## config.mk

```make
export PLATFORM = sky130hd
export DESIGN_NAME = id_ex_stage
export DESIGN_NICKNAME = d
export VERILOG_FILES = /design/src/rtl/id_ex_stage.sv
export SDC_FILE = /design/constraint.sdc
export NUM_CORES = 1
export LEC_CHECK = 0
export CORE_MARGIN = 10
export CORE_UTILIZATION = 30
export CTS_BUF_LIST = sky130_fd_sc_hd__clkbuf_4
export DETAILED_ROUTE_END_ITERATION = 12
export GPL_TIMING_DRIVEN = 0
export SLEW_MARGIN = 25
export SYNTH_ARGS = -nofsm -noshare
export SYNTH_HDL_FRONTEND = slang
export SYNTH_SLANG_ARGS = --single-unit
```

## constraint.sdc

```tcl
create_clock -name clk -period 2.4 [get_ports clk]
set_input_delay 0.48 -clock clk [delete_from_list [all_inputs] [get_ports clk]]
set_output_delay 0.48 -clock clk [all_outputs]
set_load 0.02 [all_outputs]
```

## src/rtl/id_ex_stage.sv

```systemverilog
// ID/EX pipeline register: single-entry valid/ready stage that resolves MEM/WB bypassing
// at capture time and keeps saturating stall/flush performance counters.
module id_ex_stage #(
    parameter int CNT_W = 16
) (
    input  logic             clk,
    input  logic             rst,
    input  logic             in_valid,
    output logic             in_ready,
    input  logic [31:0]      in_pc,
    input  logic [4:0]       in_rs1_idx,
    input  logic [4:0]       in_rs2_idx,
    input  logic [31:0]      in_rs1_val,
    input  logic [31:0]      in_rs2_val,
    input  logic [31:0]      in_imm,
    input  logic             in_use_imm,
    input  logic [2:0]       in_alu_op,
    input  logic [4:0]       in_rd_idx,
    input  logic             in_rd_we,
    input  logic             fwd_mem_valid,
    input  logic [4:0]       fwd_mem_rd,
    input  logic [31:0]      fwd_mem_data,
    input  logic             fwd_wb_valid,
    input  logic [4:0]       fwd_wb_rd,
    input  logic [31:0]      fwd_wb_data,
    input  logic             flush,
    input  logic             out_ready,
    output logic             out_valid,
    output logic [31:0]      alu_a,
    output logic [31:0]      alu_b,
    output logic [2:0]       alu_op,
    output logic [31:0]      out_pc,
    output logic [31:0]      out_rs2_val,
    output logic [4:0]       out_rd_idx,
    output logic             out_rd_we,
    output logic [CNT_W-1:0] stall_cnt,
    output logic [CNT_W-1:0] flush_cnt
);

    localparam logic [CNT_W-1:0] CNT_MAX = {CNT_W{1'b1}};
    localparam logic [CNT_W-1:0] CNT_ONE = {{(CNT_W-1){1'b0}}, 1'b1};
    localparam logic [2:0]       OP_RSVD = 3'd7;

    logic             r_valid;
    logic [31:0]      r_alu_a;
    logic [31:0]      r_alu_b;
    logic [2:0]       r_alu_op;
    logic [31:0]      r_pc;
    logic [31:0]      r_rs2_val;
    logic [4:0]       r_rd_idx;
    logic             r_rd_we;
    logic [CNT_W-1:0] r_stall_cnt;
    logic [CNT_W-1:0] r_flush_cnt;

    logic             w_accept;
    logic [31:0]      w_rs1_fwd;
    logic [31:0]      w_rs2_fwd;

    // x0 is hardwired zero; the younger MEM result wins over WB.
    function automatic logic [31:0] f_fwd(
        input logic [4:0]  idx,
        input logic [31:0] rf_val,
        input logic        mem_v,
        input logic [4:0]  mem_rd,
        input logic [31:0] mem_d,
        input logic        wb_v,
        input logic [4:0]  wb_rd,
        input logic [31:0] wb_d
    );
        logic [31:0] res;
        if (idx == 5'd0) begin
            res = 32'd0;
        end else if (mem_v && (mem_rd == idx)) begin
            res = mem_d;
        end else if (wb_v && (wb_rd == idx)) begin
            res = wb_d;
        end else begin
            res = rf_val;
        end
        return res;
    endfunction

    assign in_ready = (!r_valid || out_ready) && !flush && !rst;
    assign w_accept = in_valid && in_ready;

    // Bypass selection for both source operands
    always_comb begin
        w_rs1_fwd = f_fwd(in_rs1_idx, in_rs1_val, fwd_mem_valid, fwd_mem_rd, fwd_mem_data,
                          fwd_wb_valid, fwd_wb_rd, fwd_wb_data);
        w_rs2_fwd = f_fwd(in_rs2_idx, in_rs2_val, fwd_mem_valid, fwd_mem_rd, fwd_mem_data,
                          fwd_wb_valid, fwd_wb_rd, fwd_wb_data);
    end

    // Entry register: valid flag and payload capture
    always_ff @(posedge clk) begin
        if (rst) begin
            r_valid   <= 1'b0;
            r_alu_a   <= 32'd0;
            r_alu_b   <= 32'd0;
            r_alu_op  <= 3'd0;
            r_pc      <= 32'd0;
            r_rs2_val <= 32'd0;
            r_rd_idx  <= 5'd0;
            r_rd_we   <= 1'b0;
        end else if (flush) begin
            r_valid <= 1'b0;
        end else if (w_accept) begin
            r_valid   <= 1'b1;
            r_alu_a   <= w_rs1_fwd;
            r_alu_b   <= in_use_imm ? in_imm : w_rs2_fwd;
            r_alu_op  <= in_alu_op;
            r_pc      <= in_pc;
            r_rs2_val <= w_rs2_fwd;
            r_rd_idx  <= in_rd_idx;
            r_rd_we   <= in_rd_we && (in_rd_idx != 5'd0) && (in_alu_op != OP_RSVD);
        end else if (r_valid && out_ready) begin
            r_valid <= 1'b0;
        end else begin
            r_valid <= r_valid;
        end
    end

    // Saturating performance counters
    always_ff @(posedge clk) begin
        if (rst) begin
            r_stall_cnt <= {CNT_W{1'b0}};
            r_flush_cnt <= {CNT_W{1'b0}};
        end else begin
            if (r_valid && !out_ready && !flush && (r_stall_cnt != CNT_MAX)) begin
                r_stall_cnt <= r_stall_cnt + CNT_ONE;
            end else begin
                r_stall_cnt <= r_stall_cnt;
            end
            if (flush && r_valid && (r_flush_cnt != CNT_MAX)) begin
                r_flush_cnt <= r_flush_cnt + CNT_ONE;
            end else begin
                r_flush_cnt <= r_flush_cnt;
            end
        end
    end

    assign out_valid   = r_valid;
    assign alu_a       = r_alu_a;
    assign alu_b       = r_alu_b;
    assign alu_op      = r_alu_op;
    assign out_pc      = r_pc;
    assign out_rs2_val = r_rs2_val;
    assign out_rd_idx  = r_rd_idx;
    assign out_rd_we   = r_rd_we;
    assign stall_cnt   = r_stall_cnt;
    assign flush_cnt   = r_flush_cnt;

endmodule

```

# Word-level counts from Yosys, hierarchy flattened
# Cells that the tools add are included.
[totals] romBits=0 latch_bits=0 mem_count=0 ramBits=0 in_bits=229 ff_bits=170 out_inout_bits=171
[classes] n_eq_ne=7 n_reduce_logical=26 div=0 addsub=2 multipliers=0 n_bitwise=1 n_shift=0 n_mux=9 order_cmp=0
[ops] operator="$mux W32" count=7
[ops] operator="$add A16 B1 Y16 const B" count=2
[ops] operator="$ne A16 B16 Y1 const B" count=2
[ops] operator="$eq A5 B5 Y1" count=4
[ops] operator="$logic_and A1 B1 Y1" count=15
[ops] operator="$logic_not A5 Y1" count=2
[ops] operator="$reduce_bool A5 Y1" count=1
[ops] operator="$logic_not A1 Y1" count=4
[ops] operator="$ne A3 B3 Y1 const B" count=1
[ops] operator="$mux W1" count=2
[ops] operator="$reduce_and A2 Y1" count=1
[ops] operator="$reduce_bool A2 Y1" count=1
[ops] operator="$reduce_or A2 Y1" count=1
[ops] operator="$logic_or A1 B1 Y1" count=1
[ops] operator="$not A1 Y1" count=1

# Logic depth before layout (Yosys ltp)
[logic_depth] depth_word=6 mapped_depth=8 mapped_depth_nobuf=6

# Worst setup path after synthesis
# Ideal clock, no wire load.
[synth_timing] kind="input-to-reg" from="input fwd_wb_rd[4]" to="register r_alu_b[11] (netlist: alu_b[11])" required_time_ns=2.281 arrival_ns=1.790 path_buffers=1 slack_ns=0.492 stages=6 cell_sequence="xor2_1 > nor4_4 > buf_6 > a21boi_1 > o31a_1 > o221a_1"
[synth_between] elab_chain_len=6
[synth_rtl] element="start: declaration" line_no="24" rtl="input logic [4:0] fwd_wb_rd,"
[synth_rtl] element="$eq A5 B5 Y1" line_no="75" rtl="end else if (wb_v && (wb_rd == idx)) begin"
[synth_rtl] element="$logic_and A1 B1 Y1" line_no="75"
[synth_rtl] element="$mux W32" line_no="75"
[synth_rtl] element="$mux W32" line_no="73" rtl="end else if (mem_v && (mem_rd == idx)) begin"
[synth_rtl] element="$mux W32" line_no="71" rtl="if (idx == 5'd0) begin"
[synth_rtl] element="$mux W32" line_no="110" rtl="r_alu_b <= in_use_imm ? in_imm : w_rs2_fwd;"
[synth_rtl] element="end signal: assignment" line_no="110"
[synth_rtl] element="end: declaration" line_no="46" rtl="logic [31:0] r_alu_b;"
# No other way between the ends.
# A chain may end at the register's enable or synchronous reset.

# Final worst setup path
[layout_timing] from="input in_rs1_idx[2]" to="register r_alu_a[20] (netlist: alu_a[20])"
[layout_between] elab_chain_len=5 word_cells_on_any_way=8
[layout_rtl] element="start: declaration" line_no="11" rtl="input logic [4:0] in_rs1_idx,"
[layout_rtl] element="$eq A5 B5 Y1" line_no="75"
[layout_rtl] element="$logic_and A1 B1 Y1" line_no="75"
[layout_rtl] element="$mux W32" line_no="75"
[layout_rtl] element="$mux W32" line_no="73"
[layout_rtl] element="$mux W32 *" line_no="71"
[layout_rtl] element="end signal: assignment" line_no="109" rtl="r_alu_a <= w_rs1_fwd;"
[layout_rtl] element="end: declaration" line_no="45" rtl="logic [31:0] r_alu_a;"
# Mark *: on every way between the ends. The rest lies on a longest branch, timed or not.

==> summary.md <==
The classification of the worst-slack hold path is in2reg. The first global-routing pass estimated 66300 um of wire. The flow ran to the end, and the final reports show no timing, DRC or antenna violations.

Data on the critical path is required at its endpoint by 2880 ps. The tightest hold path in the finished design has a slack of 391 ps. By area the synthesized netlist is led by sky130_fd_sc_hd__dfxtp_1 (40%), sky130_fd_sc_hd__nand2_1 (7.2%), sky130_fd_sc_hd__a21oi_1 (5.9%), sky130_fd_sc_hd__o21ai_0 (5.5%), sky130_fd_sc_hd__o31ai_1 (5.2%).

The vertical die dimension was 189 um. Yosys mapped the design onto 47 distinct sky130hd cell types. Clock-pin slew was measured on the worst setup and hold paths at 190 ps.

The final layout contains 1774 nets. The detail route stage leaves a number of antenna-violating nets equal to 0. The startpoint of the lowest-slack register-to-register path is out_valid.

H-tree depth: 4. The count of buffers from port buffering was 398; the final worst setup slack was 63.2 ps. The clock net in this run drives a total of 170 sinks.

The number of hold violations in the final report is 0. Registers take 3400 um^2. The detailed route wirelength on metal3 was 4630 um. The endpoint class of the critical path is a flop.

The endpoint identified for the worst register-to-register timing path is out_rs2_val[12]. In the global route stage, overall resource usage came out at 24.2%. During synthesis, Yosys emitted a total of 0 warnings. TritonCTS built the clock tree. The synthesized cell area was 8580 um^2.

The topmost layer with routed signal wires was met5. Subtracting the final worst setup slack from the clock period gives 2340 ps. The logs give 400 for the number of top-level pins and -1140 ps for the worst slack after detailed placement.

At the end of routability-driven placement, the weighted congestion stood at 0.914. Of all flip-flops after synthesis, the portion carrying an async set or reset was 0%. The highest achievable clock rate came out at 0.428 GHz. The overflow left after global routing came out at 0. The final-layout fill cell count is 2865, and the area added between synthesis and finish is 56.4%. Each instance of the synthesized netlist takes up on average 7.64 um^2.

TritonCTS created 17 clock buffers. The slack of the worst reg-to-reg path is 240 ps. The number of antenna violations at the first check in global routing was 7; the power density over the cells was 468 nW/um^2. The run gives 1940 as the count of placed standard cells in the final layout, fillers left out. In the routed layout, each cell is associated on average with a via count of 5.24. At the pin with the least slew margin, the transition time is 842 ps.

The total cell area at the placement stage is 13000 um^2. The worst hold path was traced through 3 stages. The net count after synthesis was 1354.

Maximum vdd ir drop: 0.274 mV. For the total iterations of the first detailed-routing run, the log shows 5. The cell leakage power was 4.99 nW. The DRC violation total after the first TritonRoute iteration is 614, and the final cycle utilization of the critical path is 97.4%.

In the synthesized netlist, the cells that appear most often are sky130_fd_sc_hd__dfxtp_1 (170), sky130_fd_sc_hd__nand2_1 (165), sky130_fd_sc_hd__a21oi_1 (102), sky130_fd_sc_hd__o21ai_0 (94), sky130_fd_sc_hd__clkbuf_1 (68). Number of enable flip-flop cells after synthesis: 0. The count of state elements after synthesis is 170, and the starting density of the core is 30.6%. The synthesized design devotes to its leading area cell type 39.7% of total area. Most common cell in the netlist: sky130_fd_sc_hd__dfxtp_1. The critical path is of the in2reg type. The synthesized instance count came out at 1123. Setup repair after global routing left no endpoint under its margin. In this run the most critical hold path is launched from in_pc[15]. The number of buffers between clock root and the deepest sink is 2, and the worst slew margin relative to its limit is 43.4%. The ratio of cells with drive above 1 in the final layout is 4.95%. For the half-perimeter wire length of the detailed placement result, the log shows 35700 um. The sequential-to-total area share from yosys stat is 39.7%, and the total of endpoints with negative setup slack in the final report is 0. After floorplanning, the core was sized to cover 28000 um^2.

In the final timing run, aggregate negative setup slack is 0 ps. Entering global routing, the biggest net connects 19 pins. The multi-input combinational cells in the finished layout cover a total of 4700 um^2.

The max-slew violation count was 0; the wire length the detailed router placed on met1 was 18000 um. The die extent in x was 189 um; the clock latency of the later-clocked register in the worst-skew pair was 600 ps. The tools report the worst-case hold path end point as out_pc[15]. The cts-stage hold buffer count is 0, and the number of max-cap violations is 0. In the synthesized netlist the dominant register cell turns out to be sky130_fd_sc_hd__dfxtp_1.

The number of cells on the worst reg-to-reg path is 7. Clock tree synthesis selected as its root buffer the cell sky130_fd_sc_hd__clkbuf_4. Largest fanout of any net on the critical path: 10. The final setup skew is 20.8 ps.

The tools report the total instance count after detailed placement as 1899. Power comes to 6.28 mW. The leading area contributor after synthesis is sky130_fd_sc_hd__dfxtp_1. The wire length per cell is 23.2 um. The floorplan step defined a die boundary enclosing 35800 um^2. With fillers left out, the area of the finished cells amounts to 13400 um^2. The tools report the utilization after layout as 47.9%.

The total vias in the final route was 10.2k; the aggregate routed wire length was 45100 um. The element type at the critical path start was an input pin. The run gives 2820 ps as the arrival time at the worst endpoint. The length of routed met2 wiring is 21600 um, and the detailed-route DRC error count is 0. The placement row count is 61, and the via count of the first global-routing pass is 10.6k.
area by class of cell:
type                    instances  share of cell area, %
multi-input cells             824                   35.0
well taps                     378                   3.52
plain buffers                  90                   2.89
flip-flops and latches        170                   25.4
repair buffers                403                   30.0
clock buffers                  17                  0.951
clock inverters                15                   1.10
diodes                          6                  0.112
inverters                      37                   1.03
cell usage in the layout (no fill, tap or decap), types with 3 or more instances in the layout:
master	instances
sky130_fd_sc_hd__and2_1	3
sky130_fd_sc_hd__inv_8	4
sky130_fd_sc_hd__inv_6	5
sky130_fd_sc_hd__nand2_1	165
sky130_fd_sc_hd__a31oi_1	34
sky130_fd_sc_hd__a21boi_1	15
sky130_fd_sc_hd__clkbuf_1	58
sky130_fd_sc_hd__a21boi_0	17
sky130_fd_sc_hd__nand4_1	12
sky130_fd_sc_hd__nor3b_1	4
sky130_fd_sc_hd__nor2_1	63
sky130_fd_sc_hd__nor4_4	3
sky130_fd_sc_hd__nor4_1	6
sky130_fd_sc_hd__buf_4	6
sky130_fd_sc_hd__dfxtp_1	170
sky130_fd_sc_hd__clkdlybuf4s50_1	396
sky130_fd_sc_hd__a21oi_1	101
sky130_fd_sc_hd__xnor2_1	25
sky130_fd_sc_hd__o221a_1	4
sky130_fd_sc_hd__and3_1	67
sky130_fd_sc_hd__and4_1	3
sky130_fd_sc_hd__o21ai_0	94
sky130_fd_sc_hd__buf_1	3
sky130_fd_sc_hd__buf_2	18
sky130_fd_sc_hd__nor3_1	46
sky130_fd_sc_hd__inv_1	37
sky130_fd_sc_hd__o31a_1	4
sky130_fd_sc_hd__clkbuf_4	19
sky130_fd_sc_hd__or3_1	5
sky130_fd_sc_hd__nor4b_1	3
sky130_fd_sc_hd__diode_2	6
sky130_fd_sc_hd__clkbuf_2	7
sky130_fd_sc_hd__xor2_1	19
sky130_fd_sc_hd__o31ai_1	59
sky130_fd_sc_hd__o21ai_1	7
sky130_fd_sc_hd__nand3_1	11
sky130_fd_sc_hd__a211oi_1	30
worst max-delay path by stage:
stage                             start         endpoint  slack [ps]  depth (start not counted)
after floorplan            fwd_wb_rd[4]        alu_b[11]         490                          6
after global placement    in_rs1_idx[1]         alu_a[0]       -1120                          7
after detailed placement  in_rs1_idx[1]        alu_a[20]       -1140                          7
after CTS                           rst         in_ready         -80                          5
after global routing              flush  out_rs2_val[10]           6                          7
final                     in_rs1_idx[2]        alu_a[20]          60                          7
registers in the layout, indices dropped and copies added, names as in the netlist:
register and flops:
flush_cnt 16, out_valid 1, out_rd_we 1, out_rs2_val 32, alu_b 32, out_pc 32
alu_op 3, stall_cnt 16, out_rd_idx 5, alu_a 32
layer usage:
layer  global-route usage [%]  vias up
li1                         -     4854
met1                     27.6     4822
met2                     41.2      436
met3                     9.52       48
met4                     6.32        4
met5                        0        -
power by group:
group	internal, mW	leakage, nW	switching [mW]
clock	0.471	0.153	1.29
combinational	0.724	3.45	0.791
sequential	2.94	1.38	0.0646
repair_timing:
| item | CTS | global route |
|---|---|---|
| setup buffers | 5 | 0 |
| gates resized for setup | 16 | 9 |
| endpoints found under the setup margin | 72 | 87 |
| pin swaps | 2 | 0 |
cell families (layout without fill, tap and decap cells):
logic type	Yosys count	count (layout)	share of synthesized area [%]
AND/OR/NAND/NOR	402	402	22.7
AO/OA/AOI/OAI	376	376	26.8
flip-flops	170	170	39.7
buffers and inverters	129	562	6.05
XOR/XNOR	44	44	4.49
adder cells (fa/ha/maj)	2	2	0.292
other	0	6	0
critical path, stage by stage:
cell and delay [ps]:
sky130_fd_sc_hd__clkdlybuf4s50_1 540, sky130_fd_sc_hd__xnor2_1 140, sky130_fd_sc_hd__and2_1 390, sky130_fd_sc_hd__nand2_1 340, sky130_fd_sc_hd__clkbuf_1 350, sky130_fd_sc_hd__a211oi_2 440, sky130_fd_sc_hd__o31ai_1 120
Power figures use the tool's default switching activity.
